==> src/rtl/stack_mem_arbiter.sv <==
// stack_mem_arbiter: shares the data memory's single port between the
// pipeline MEM stage and the stack unit. It owns the stack pointer and
// splits 32-bit stack transfers into two sequential 16-bit accesses.
module stack_mem_arbiter #(
  parameter int SP_INIT     = 2047,
  parameter int STACK_LIMIT = 1024
) (
  input  logic        i_clk,
  input  logic        i_rst_n,
  // pipeline MEM stage port
  input  logic        i_p_req,
  input  logic        i_p_we,
  input  logic [31:0] i_p_addr,
  input  logic [15:0] i_p_wdata,
  output logic        o_p_ack,
  output logic [15:0] o_p_rdata,
  output logic        o_p_stall,
  // stack unit port
  input  logic        i_s_req,
  input  logic [1:0]  i_s_op,
  input  logic [31:0] i_s_wdata,
  output logic        o_s_ack,
  output logic        o_s_err,
  output logic [31:0] o_s_rdata,
  output logic [10:0] o_sp,
  // data memory port
  output logic        o_mem_cs,
  output logic        o_mem_read,
  output logic        o_mem_write,
  output logic [31:0] o_mem_addr,
  output logic [15:0] o_mem_wdata,
  input  logic [15:0] i_mem_rdata
);

  typedef enum logic [1:0] {
    IDLE  = 2'd0,
    P_ACC = 2'd1,
    S_W0  = 2'd2,
    S_W1  = 2'd3
  } state_t;

  // Bounds are compared in 12 bits so sp+1 / sp-1 style limits cannot wrap.
  localparam logic [10:0] SP_RST     = 11'(SP_INIT);
  localparam logic [11:0] PUSH16_MIN = 12'(STACK_LIMIT);
  localparam logic [11:0] PUSH32_MIN = 12'(STACK_LIMIT + 1);
  localparam logic [11:0] POP16_MAX  = 12'(SP_INIT - 1);
  localparam logic [11:0] POP32_MAX  = 12'(SP_INIT - 2);

  state_t      r_state;
  logic        r_last_grant_s;   // 1 = stack was granted last, 0 = pipeline
  logic [10:0] r_sp;
  logic [1:0]  r_s_op;
  logic [31:0] r_s_wdata;
  logic        r_p_we;
  logic [31:0] r_p_addr;
  logic [15:0] r_p_wdata;
  logic        r_p_ack;
  logic [15:0] r_p_rdata;
  logic        r_s_ack;
  logic        r_s_err;
  logic [31:0] r_s_rdata;
  logic [15:0] r_pop_lo;         // low half of a pop32, held until the high half arrives

  logic        w_p_cand;
  logic        w_s_cand;
  logic        w_grant_p;
  logic        w_grant_s;
  logic        w_s_bad;
  logic [11:0] w_sp12;
  logic        w_is_pop;
  logic        w_is_32;
  logic [10:0] w_stk_addr;

  // A port that is acknowledging this cycle must not win a new grant yet.
  assign w_p_cand  = i_p_req && !r_p_ack;
  assign w_s_cand  = i_s_req && !r_s_ack;
  assign w_grant_s = (r_state == IDLE) && w_s_cand && (!w_p_cand || !r_last_grant_s);
  assign w_grant_p = (r_state == IDLE) && w_p_cand && !w_grant_s;

  assign w_sp12   = {1'b0, r_sp};
  assign w_is_pop = r_s_op[0];
  assign w_is_32  = r_s_op[1];

  // Overflow/underflow check on the requested stack op, evaluated at grant.
  always_comb begin
    w_s_bad = 1'b0;
    case (i_s_op)
      2'b00:   w_s_bad = (w_sp12 < PUSH16_MIN);
      2'b01:   w_s_bad = (w_sp12 > POP16_MAX);
      2'b10:   w_s_bad = (w_sp12 < PUSH32_MIN);
      default: w_s_bad = (w_sp12 > POP32_MAX);
    endcase
  end

  // Stack word address: pushes work downward from sp, pops upward from sp+1.
  always_comb begin
    w_stk_addr = r_sp;
    if (w_is_pop) begin
      w_stk_addr = (r_state == S_W1) ? (r_sp + 11'd2) : (r_sp + 11'd1);
    end else begin
      w_stk_addr = (r_state == S_W1) ? (r_sp - 11'd1) : r_sp;
    end
  end

  // Memory pins decoded from state and the latched request fields.
  always_comb begin
    o_mem_cs    = 1'b0;
    o_mem_read  = 1'b0;
    o_mem_write = 1'b0;
    o_mem_addr  = 32'd0;
    o_mem_wdata = 16'd0;
    case (r_state)
      P_ACC: begin
        o_mem_cs    = 1'b1;
        o_mem_read  = !r_p_we;
        o_mem_write = r_p_we;
        o_mem_addr  = r_p_addr;
        o_mem_wdata = r_p_wdata;
      end
      S_W0, S_W1: begin
        o_mem_cs    = 1'b1;
        o_mem_read  = w_is_pop;
        o_mem_write = !w_is_pop;
        o_mem_addr  = {21'd0, w_stk_addr};
        // push32 writes the high half first (at sp), then the low half
        o_mem_wdata = (w_is_32 && (r_state == S_W0)) ? r_s_wdata[31:16] : r_s_wdata[15:0];
      end
      default: ;
    endcase
  end

  // Main sequencer: arbitration, access sequencing, sp update and acks.
  always_ff @(posedge i_clk or negedge i_rst_n) begin
    if (!i_rst_n) begin
      r_state        <= IDLE;
      r_last_grant_s <= 1'b0;
      r_sp           <= SP_RST;
      r_s_op         <= 2'b00;
      r_s_wdata      <= 32'd0;
      r_p_we         <= 1'b0;
      r_p_addr       <= 32'd0;
      r_p_wdata      <= 16'd0;
      r_p_ack        <= 1'b0;
      r_p_rdata      <= 16'd0;
      r_s_ack        <= 1'b0;
      r_s_err        <= 1'b0;
      r_s_rdata      <= 32'd0;
      r_pop_lo       <= 16'd0;
    end else begin
      r_p_ack <= 1'b0;
      r_s_ack <= 1'b0;
      r_s_err <= 1'b0;
      case (r_state)
        IDLE: begin
          if (w_grant_s) begin
            r_last_grant_s <= 1'b1;
            if (w_s_bad) begin
              // rejected without touching memory or sp
              r_s_ack <= 1'b1;
              r_s_err <= 1'b1;
            end else begin
              r_s_op    <= i_s_op;
              r_s_wdata <= i_s_wdata;
              r_state   <= S_W0;
            end
          end else if (w_grant_p) begin
            r_last_grant_s <= 1'b0;
            r_p_we         <= i_p_we;
            r_p_addr       <= i_p_addr;
            r_p_wdata      <= i_p_wdata;
            r_state        <= P_ACC;
          end
        end
        P_ACC: begin
          if (!r_p_we) begin
            r_p_rdata <= i_mem_rdata;
          end
          r_p_ack <= 1'b1;
          r_state <= IDLE;
        end
        S_W0: begin
          if (w_is_32) begin
            if (w_is_pop) begin
              r_pop_lo <= i_mem_rdata;
            end
            r_state <= S_W1;
          end else begin
            if (w_is_pop) begin
              r_s_rdata <= {16'd0, i_mem_rdata};
              r_sp      <= r_sp + 11'd1;
            end else begin
              r_sp <= r_sp - 11'd1;
            end
            r_s_ack <= 1'b1;
            r_state <= IDLE;
          end
        end
        S_W1: begin
          if (w_is_pop) begin
            r_s_rdata <= {i_mem_rdata, r_pop_lo};
            r_sp      <= r_sp + 11'd2;
          end else begin
            r_sp <= r_sp - 11'd2;
          end
          r_s_ack <= 1'b1;
          r_state <= IDLE;
        end
        default: r_state <= IDLE;
      endcase
    end
  end

  assign o_p_ack   = r_p_ack;
  assign o_p_rdata = r_p_rdata;
  assign o_p_stall = i_p_req && !r_p_ack;
  assign o_s_ack   = r_s_ack;
  assign o_s_err   = r_s_err;
  assign o_s_rdata = r_s_rdata;
  assign o_sp      = r_sp;

endmodule
==> config.mk <==
export PLATFORM = sky130hd
export DESIGN_NAME = stack_mem_arbiter
export DESIGN_NICKNAME = d
export VERILOG_FILES = /design/src/rtl/stack_mem_arbiter.sv
export SDC_FILE = /design/constraint.sdc
export NUM_CORES = 1
export LEC_CHECK = 0
export ABC_AREA = 1
export CAP_MARGIN = 25
export CORE_ASPECT_RATIO = 1.2
export CORE_MARGIN = 4
export CORE_UTILIZATION = 40
export CTS_BUF_LIST = sky130_fd_sc_hd__clkbuf_2 sky130_fd_sc_hd__clkbuf_4 sky130_fd_sc_hd__clkbuf_8
export CTS_CLUSTER_SIZE = 40
export DETAILED_ROUTE_END_ITERATION = 8
export PLACE_DENSITY = 0.7
export SETUP_SLACK_MARGIN = 0.5
export SYNTH_ARGS = -nofsm -noshare
export SYNTH_HDL_FRONTEND = slang
export SYNTH_SLANG_ARGS = --single-unit
==> constraint.sdc <==
create_clock -name i_clk -period 2.05 [get_ports i_clk]
set_input_delay 0.41 -clock i_clk [delete_from_list [all_inputs] [get_ports i_clk]]
set_output_delay 0.41 -clock i_clk [all_outputs]
set_load 0.05 [all_outputs]
# --- Word level (Yosys, flattened, before mapping) ---
# Index checks and enable logic that the tools add are counted.
totals:
  elab_cells: 96
  out_inout_bits: 114
  ff_bits: 164
classes:
  n_mux: 31
  bitwise_logic: 3
  n_eq_ne: 10
  order_cmp: 4
  addsub: 4
  n_reduce_logical: 30
op_table:
  columns: ["op", "n"]
  rows:
  - ["case mux 32 bit (2 select lines)", 2]
  - ["two-way mux 32 bit", 3]
  - ["two-way mux 11 bit", 6]
  - ["case mux 16 bit (2 select lines)", 1]
  - ["> comparator 11 bit, second input constant", 2]
  - ["< comparator 11 bit, second input constant", 2]
  - ["case mux 11 bit (2 select lines)", 1]
  - ["two-way mux 16 bit", 1]
  - ["adder 11 x 1 -> 11 bit, second input constant", 1]
  - ["adder 11 x 2 -> 11 bit, second input constant", 1]
  - ["subtractor 11 x 1 -> 11 bit, second input constant", 1]
  - ["subtractor 11 x 2 -> 11 bit, second input constant", 1]
  - ["AND reduction 3 bit", 3]
  - ["two-way mux 1 bit", 8]
  - ["two-way mux 2 bit", 4]
  - ["AND reduction 2 bit", 4]
  - ["logical AND 1 bit", 7]
  - ["zero test 1 bit", 7]
  - ["== test 2 bit, second input constant", 3]
  - ["!= test 2 bit, second input constant", 3]
  - ["!= test 3 bit, second input constant", 2]
  - ["case mux 1 bit (3 select lines)", 2]
  - ["case mux 2 bit (3 select lines)", 1]
  - ["== test 2 x 1 -> 1 bit, second input constant", 2]
  - ["other kinds (8)", 14]

# --- Depth between registers and ports, before layout ---
depth:
  ltp_word: 10
  depth_mapped: 13
  ltp_nobuf: 12

# --- Least setup slack after synthesis ---
# Ideal clock, no wire load.
synth_path:
  kind: "register to output"
  from: "register r_sp[2], in the netlist o_sp[2]"
  to: "output o_mem_addr[5]"
  arrival_ps: 2278
  slack_ps: -638
  path_buffers: 1
  required_time_ps: 1640
  stages_incl_launch_ff: 9
  cell_sequence: "dfstp_2 buf_2 inv_1 ha_1 inv_1 nor2_1 nand3_1 a21oi_1 o211ai_1"
synth_between:
  elab_chain_len: 4
synth_lines:
  columns: ["element", "line_no", "rtl"]
  rows:
  - ["start, declared", "51", "logic [10:0] r_sp;"]
  - ["start signal, assigned", "190", "r_sp <= r_sp + 11'd1;"]
  - ["start signal, assigned", "192", "r_sp <= r_sp - 11'd1;"]
  - ["start signal, assigned", "201", "r_sp <= r_sp + 11'd2;"]
  - ["subtractor 11 x 1 -> 11 bit, or another cell as far along", "101", "w_stk_addr = (r_state == S_W1) ? (r_sp - 11'd1) : r_sp;"]
  - ["two-way mux 11 bit, on equally long branches", "101, 99", null]
  - ["two-way mux 11 bit *", "98", "if (w_is_pop) begin"]
  - ["case mux 32 bit (2 select lines) *", "112", "case (r_state)"]
  - ["end, declared", "30", "output logic [31:0] o_mem_addr,"]
# Mark *: on every way between the ends. The rest lies on a longest branch, timed or not.

# --- Final worst setup path ---
layout_path:
  from: "register r_sp[1], in the netlist o_sp[1]"
  to: "output o_mem_addr[5]"
# Same word-level chain as after synthesis.

==> metrics.csv <==
stage;metric;value;unit
run_status;status;finished, violations left;
run_status;failed_checks;setup timing;
grt;grt_util_all_layers;25.9;%
setup_path;crit_fanout;5;
timing;worst_pin_slew;0.497;ns
timing;postLayoutSetupSlackWorst;-0.660;ns
power;p_per_area;1800;mW/mm^2
cells_and_area;n_fill_cell;1423;
die;rows;58;
place;post-dp-hpwl;21.2;mm
place;io_buffers;216;
die;fp.dieH;168;um
synth;yosysWarnings;0;
worst_hold_path;hold_class;in2async;
timing;fin_worst_skew;0.0238;ns
timing;setup_violations;86;
detailed_routing;drtAntennaViolNets;0;
setup_path;r2r-start;o_sp[2];
cells_and_area;final_cell_mix;263 x nand2_1, 150 x dfrtp_1, 100 x clkdlybuf4s50_1;
timing;timing.slew.headroom;67.0;%
setup_path;critical-path-top-delay-family;flip-flops;
clock_network;clockBufferDepth;2;
timing;fin_hold_ws;0.280;ns
place;place_ws;-0.190;ns
setup_path;worstPathCellList;ha_4 -> nand2_4 -> nor2_4 -> inv_1 -> o21ai_1 -> nand2_1 -> nand3_1 -> o211ai_1 -> clkbuf_16;
die;design.portCount;217;
detailed_routing;wire_per_inst;20.5;um
synth;ys.flop_type;dfrtp_1;
grt;antenna_found_initial;3;
detailed_routing;totalWireLength;35.1;mm
cells_and_area;area_growth;82.6;%
synth;synth_cells;1092;
setup_path;worst_r2r_endpoint;r_s_wdata[13];
cells_and_area;final_nets;1538;
synth;syn_nets;1202;
grt;overflow;0;
timing;slew_viol_final;0;
setup_path;cp_num_buf_inv;2;
setup_path;cp_slowest_cell;dfstp_4;
synth;synth.distinct_cells;36;
synth;synth_area;0.00853;sq mm
clock_network;cts_made_buffers;17;
synth;avgSynthCellArea;7.81;sq um
grt;grt_pass1_wl;48.2;mm
setup_path;arrival;2.30;ns
power;power.total;28.0;mW
power;p_leak;6.94;nW
timing;grt_setup_unrepaired;yes;
run;drv_cap;0;
cells_and_area;drive_above_1_share;47.0;%
power;vdd_ir_drop_max;1.02;mV
detailed_routing;vias;9224;
die;coreArea;0.0210;sq mm
clock_network;cts_sinks;164;
setup_path;reg2regPathDepth;13;
detailed_routing;remaining_drc_errors;0;
clock_network;cts-root-buf;clkbuf_8;
clock_network;clk_pin_slew;0.11;ns
timing;fmax;369;MHz
synth;synth_edf_count;0;
synth;synth-seq-cells;164;
cells_and_area;seqCellArea;0.00413;sq mm
clock_network;cts_htree_levels;4;
setup_path;crit_start;o_sp[1];
setup_path;worst_setup_path_start_kind;flip-flop;
grt;grt_max_degree;72;
setup_path;path_class;reg2out;
detailed_routing;drt_first_pass_iters;7;
timing;period_share;132;%
detailed_routing;first_iter_violations;710;
place;dp.cells;1608;
synth;synth-seq-area-share;48.3;%
setup_path;r2r_setup_slack;-0.20;ns
setup_path;max_stage_delay;0.68;ns
cells_and_area;mostFrequentLayoutCell;nand2_1;
setup_path;cp-end-kind;output port;
die;die_x;141;um
timing;hold_violations;0;
synth;async_flop_share;100;%
cells_and_area;multi_input_area;0.00569;sq mm
cells_and_area;post-route-util;74.3;%
clock_network;cts_tree;done;
die;initial_utilization;40.7;%
die;dieArea;0.0237;sq mm
cells_and_area;stdcell_count;1714;
detailed_routing;via_per_inst;5.38;
timing;min_period;2.71;ns
grt;grt_pass1_vias;8887;
setup_path;cp.required;1.64;ns
place;gp_congestion;0.919;
clock_network;clk_latency;0.49;ns
-- final cells by class --
class                   instances  area share (%)
multi-input cells             787            36.6
repair buffers                380            29.4
flip-flops and latches        164            26.5
inverters                      75            2.27
well taps                     270            2.17
clock buffers                  18            1.59
clock inverters                14            1.04
repair inverters                3           0.337
diodes                          3          0.0482
-- power by group --
| group | leakage (nW) | switching [mW] | internal, mW |
|---|---|---|---|
| Sequential | 1.98 | 1.41 | 4.81 |
| Combinational | 4.77 | 11.3 | 8.05 |
| Clock | 0.197 | 1.54 | 0.956 |
| Total | 6.94 | 14.2 | 13.8 |
-- how the worst max path moves through the flow --
stage,to,cells after the start
floorplan,o_mem_addr[5],8
global placement,o_mem_addr[7],10
detailed placement,o_mem_addr[2],8
CTS,o_mem_addr[2],8
global route,o_mem_addr[10],10
finish,o_mem_addr[5],9
-- cell usage after synthesis (all sizes together) (7+ instances only) --
cell type / n / area share (%)
nand2: 386 / 17
dfrtp: 153 / 45
o21ai: 118 / 7.8
nand3: 86 / 5.0
nor2: 84 / 4.3
inv: 73 / 3.2
buf: 47 / 3.9
clkbuf: 20 / 0.88
a21oi: 18 / 1.1
a31oi: 17 / 1.2
nor3: 16 / 0.94
o31ai: 16 / 1.4
xor2: 13 / 1.3
dfstp: 11 / 3.4
o211ai: 11 / 0.97
ha: 7 / 1.0
-- worst reg2reg max path: cells and delay by family, from the launching register on --
kind	cells	cell delay [ns]
DFF	1	0.66
and+or+nand+nor	8	0.87
adders and majority gates	1	0.16
buffers and inverters	4	0.47
-- registers in the layout, summed over array words and instances (netlist names) --
name	count
r_state	2
o_p_ack	1
r_p_we	1
r_s_wdata	32
o_s_rdata	32
r_last_grant_s	1
o_s_err	1
o_s_ack	1
r_p_wdata	16
o_sp	11
r_s_op	2
r_p_addr	32
o_p_rdata	16
r_pop_lo	16
-- routing by layer --
metal  share of wire [%]  global-route usage, %  vias to the layer above
met3                 5.8                   5.68                       98
met2                  52                   43.7                      385
met4                 4.9                   12.0                        0
met1                  37                   31.5                     4527
li1                    -                      -                     4214
met5                   0                      0                        -
-- stage by stage --
step | instance area, sq um | TNS (ns)
final | 15600 | -24.17
after global routing | 15600 | -29.77
after CTS | 13800 | -18.68
after detailed placement | 12700 | -1.78
after global placement | 12700 | -1.59
after floorplan | 9370 | -2.17
-- cells by family after synthesis --
logic type | after synthesis | synth area share (%)
AOI/OAI and AO/OA | 184 | 12.9
adders and majority gates | 7 | 1.03
and+or+nand+nor | 581 | 28.3
DFF | 164 | 48.3
xor gates and xnor gates | 14 | 1.44
buffers and inverters | 142 | 8.07
-- timing repair --
item                       4_1_cts  5_1_grt
cloned                           8       14
hold buffers                     1        0
gates resized for setup        403      317
setup endpoints to repair      273      254
setup buffers                   16       32
pin swaps                       57       80
hold endpoints to repair        52        0
No activity file was read; power rests on OpenSTA's default activity.
==> variant 1 (same flow settings) <==
Set the parameter `STACK_LIMIT` to 768 (it was 1024).
--- a/src/rtl/stack_mem_arbiter.sv
+++ b/src/rtl/stack_mem_arbiter.sv
@@ -3,7 +3,7 @@
 // splits 32-bit stack transfers into two sequential 16-bit accesses.
 module stack_mem_arbiter #(
   parameter int SP_INIT     = 2047,
-  parameter int STACK_LIMIT = 1024
+  parameter int STACK_LIMIT = 768
 ) (
   input  logic        i_clk,
   input  logic        i_rst_n,
Check against the original RTL: same outputs for any inputs over 4 cycles, from zero or initial values and one cycle with i_rst_n low; that may be too few to reach the edited logic, so the function may still have changed.
==> variant 1 against the unedited design <==
The flow still finishes with violations (negative setup slack); maximum frequency down 0.97%; final area rose by 1.3%; register-to-register slack got worse by 0.15 ns; sequential share of layout area down 0.38 points; setup slack worse by 0.026 ns; routed wire length fell by 1.3%; area after synthesis down 0.73%; total power up 3.1%; utilization rose by 1.2 points; hold slack gained 0.14 ns; clock power is 2% higher; sequential cell count did not move; non-clock buffer count is 13 higher.
==> variant 1: results (changes against the unedited design) <==
FF-to-FF End=r_s_wdata[1]$_DFFE_PN0P_; Worst Tran Pin Value=0.437 ns (-0.0607 ns); sequential fraction of design power=21.5% (-0.7 points); met1 usage=30.4% (-1.1 points); Fillers=1,340 (-5.8%); reg2reg setup slack=-0.35 ns (-0.15 ns); Internal Power=0.0144 W (+4.1%); largest net degree at the start of global routing=58 (-19%); CP Max Fanout=3 (-2); P_clk=0.00254 W (+2%); list of most frequent post-synthesis cells=nand2_1, dfrtp_1, o21ai_0; initial antenna violation count=1 (-2); Leak=7.27 nW (+4.7%); # nets final=1,554 (+1.0%); Tot GR Track Use=25.4% (-0.51 points); Initial Utilization=40.5% (-0.16 points); Routed WL=34,700 um (-1.3%); GPL Wtd Cong=0.886 (-3.6%); final worst slack=-0.687 ns (-0.0265 ns); Syn Nets=1,205 (+0.25%); Vias/cell=5.38 (about the same); Post-CTS Setup Bufs=30 (+14); FF-to-FF path depth=15 (+2); failing checks=negative setup slack; final setup violating endpoints=105 (+22%); first-pass GRT wire length=47,300 um (-1.8%); outcome=finished with violations; Synth area leaders=dfrtp_1, nand2_1, o21ai_0, inv_1, nand3_1; Worst VDD drop=1.23 mV (+21%); Hold WS=0.420 ns (+0.140 ns); seq pwr=0.00623 W (about the same); CP startpoint=o_sp[0]$_DFFE_PN1P_
==> variant 1: cell types whose count changed after synthesis, sizes merged, moves of 5 or more <==
cell,before,now
buf,47,42
clkbuf,20,25
inv,73,108
nand2,386,342
nand3,86,61
o21ai,118,160
==> variant 1: logic make-up (layout without fill, tap and decap cells) <==
kind of cell	count (synthesis)	in the layout	share of synthesized area [%]
AO/OA/AOI/OAI	225	225	15.0
XOR/XNOR	11	11	1.14
adder cells (fa/ha/maj)	7	7	1.03
buffers and inverters	176	538	9.00
flip-flops	164	164	48.6
other	0	1	0
AND/OR/NAND/NOR	512	512	25.2
==> variant 1: stage by stage <==
stage / worst slack (ns) / cells / setup TNS (ns) / util (%)
finish: -0.687 / 1728 / -24.92 / 75.5
global placement: -0.276 / 1600 / -3.79 / 59.4
floorplan: -0.437 / 1095 / -4.51 / -
global route: -0.751 / 1728 / -35.09 / 75.5
CTS: -0.680 / 1676 / -21.27 / 65.9
detailed placement: -0.304 / 1600 / -5.52 / 59.4
==> variant 1: worst max-delay path: stages, from the launching register on <==
cell and delay, ns:
dfstp_2 0.61, buf_12 0.13, inv_6 0.03, ha_2 0.22, xnor2_2 0.23, nand2_1 0.12, o211ai_1 0.10, o211ai_1 0.20
buf_12 0.21
==> variant 1: cell type report <==
cell class	instances	area share [%]
inverter	109	2.93
tap	270	2.14
multi-input combinational	755	35.1
timing repair buffer	393	30.6
timing repair inverter	4	0.301
antenna	1	0.0159
sequential	164	26.2
clock inverter	15	1.30
clock buffer	17	1.48
==> variant 1: per-layer routing <==
| layer | share of wire, % | vias to the layer above |
|---|---|---|
| met2 | 53 | 382 |
| met4 | 4.9 | 0 |
| met3 | 5.4 | 108 |
| met1 | 37 | 4552 |
| met5 | 0 | - |
| li1 | - | 4253 |
==> variant 2 (same settings) <==
Without the edit above. Encoding of `state_t`: now one-hot (4 bits for 4 states).
--- a/src/rtl/stack_mem_arbiter.sv
+++ b/src/rtl/stack_mem_arbiter.sv
@@ -32,11 +32,11 @@
   input  logic [15:0] i_mem_rdata
 );
 
-  typedef enum logic [1:0] {
-    IDLE  = 2'd0,
-    P_ACC = 2'd1,
-    S_W0  = 2'd2,
-    S_W1  = 2'd3
+  typedef enum logic [3:0] {
+    IDLE  = 4'b0001,
+    P_ACC = 4'b0010,
+    S_W0  = 4'b0100,
+    S_W1  = 4'b1000
   } state_t;
 
   // Bounds are compared in 12 bits so sp+1 / sp-1 style limits cannot wrap.
Behaviour: same outputs for any inputs over 4 cycles, from zero or initial values and one cycle with i_rst_n low; so few cycles prove little.
==> variant 2 against the unedited design <==
The run still ends with negative setup slack left; maximum frequency grew 0.73%; area after synthesis shrank 1.2%; critical endpoint is now o_mem_addr[3]; largest cell class unchanged; total power shrank 17%; via count grew 4.8%; setup slack gained 0.020 ns; final area grew 7.4%; highest routed layer unchanged; clock skew grew 0.0075 ns; critical path depth shrank 1; sequential cell count grew 2; routed wire length grew 6.5%; sequential power grew 1%; die area shrank 1.1%; combinational power shrank 25%.
==> variant 2: results (changes against the unedited design) <==
initial antenna violation count=0 (-3); ANT cells=0 (-3); Syn Nets=1,192 (-0.83%); Hold WS=0.277 ns (-0.00280 ns); Routed WL=37,400 um (+6.5%); final worst slack=-0.641 ns (+0.0195 ns); GPL Wtd Cong=0.914 (-0.52%); Tot GR Track Use=27.6% (+1.7 points); crit path capture=o_mem_addr[3]; Layout Skew=0.0313 ns (+0.00754 ns); clock buffers=17 (-1); WP data arrival=2.28 ns (-0.02 ns); FF-to-FF End=r_s_wdata[6]$_DFFE_PN0P_; Buffers excl. clock=418 (+10%); Synth area leaders=dfrtp_1, nand2_1, o21ai_0, nand3_1, dfstp_2; Finished Layout Cells=1,746 (+1.9%); FP Rows=57 (-1.7%); worst slack, placed=-0.162 ns (+0.0278 ns); post-synthesis sequential area ratio=49.4% (+1.2 points); Vias=9,670 (+4.8%); list of most frequent post-synthesis cells=nand2_1, dfrtp_1, o21ai_0; NonClk Buf Share=33.3% (+3.9 points); vias in the first global route=9,178 (+3.3%); Post-CTS Setup Bufs=46 (+30); failing checks=negative setup slack; relative slew slack=64.7% (-2.3 points); outcome=finished with violations; sequential portion of the cell area=25.0% (-1.5 points); sequential fraction of design power=27.1% (+4.9 points); Fillers=1,142 (-20%); Layout clock area frac=2.54% (-0.090 points); share of layout cells above drive strength 1=51.8% (+4.8 points); DP HPWL=18,900 um (-11%); switch share=48.8% (-1.9 points); Leak=8.07 nW (+16%); CP peak stage delay=0.70 ns (+0.02 ns); final setup violating endpoints=119 (+38%); Worst VDD drop=1.05 mV (+3.1%)
-- variant 2: per-stage QoR --
step | setup TNS (ns) | power (W)
5_1_grt | -33.70 | 0.0244
3_5_place_dp | -1.62 | 0.0165
4_1_cts | -19.76 | 0.0206
6_report | -26.10 | 0.0233
2_1_floorplan | -1.82 | 0.0127
3_3_place_gp | -1.34 | 0.0163
-- variant 2: kinds of logic (layout without fill, tap and decap cells) --
family	count (synthesis)	after routing	synth area share [%]
compound gates	167	167	10.8
xor+xnor	6	6	0.623
fa+ha+maj	6	6	0.890
buf+inv	138	528	7.46
flops	166	166	49.4
simple gates	600	608	30.8
-- variant 2: layer usage --
layer	part of all wire (%)	up-vias	routed length (um)	track usage, %
met5	0	-	0	0
met4	5.2	0	1930	12.8
met3	5.9	155	2210	5.53
met2	53	445	20000	49.1
met1	35	4768	13300	31.8
li1	-	4302	-	-
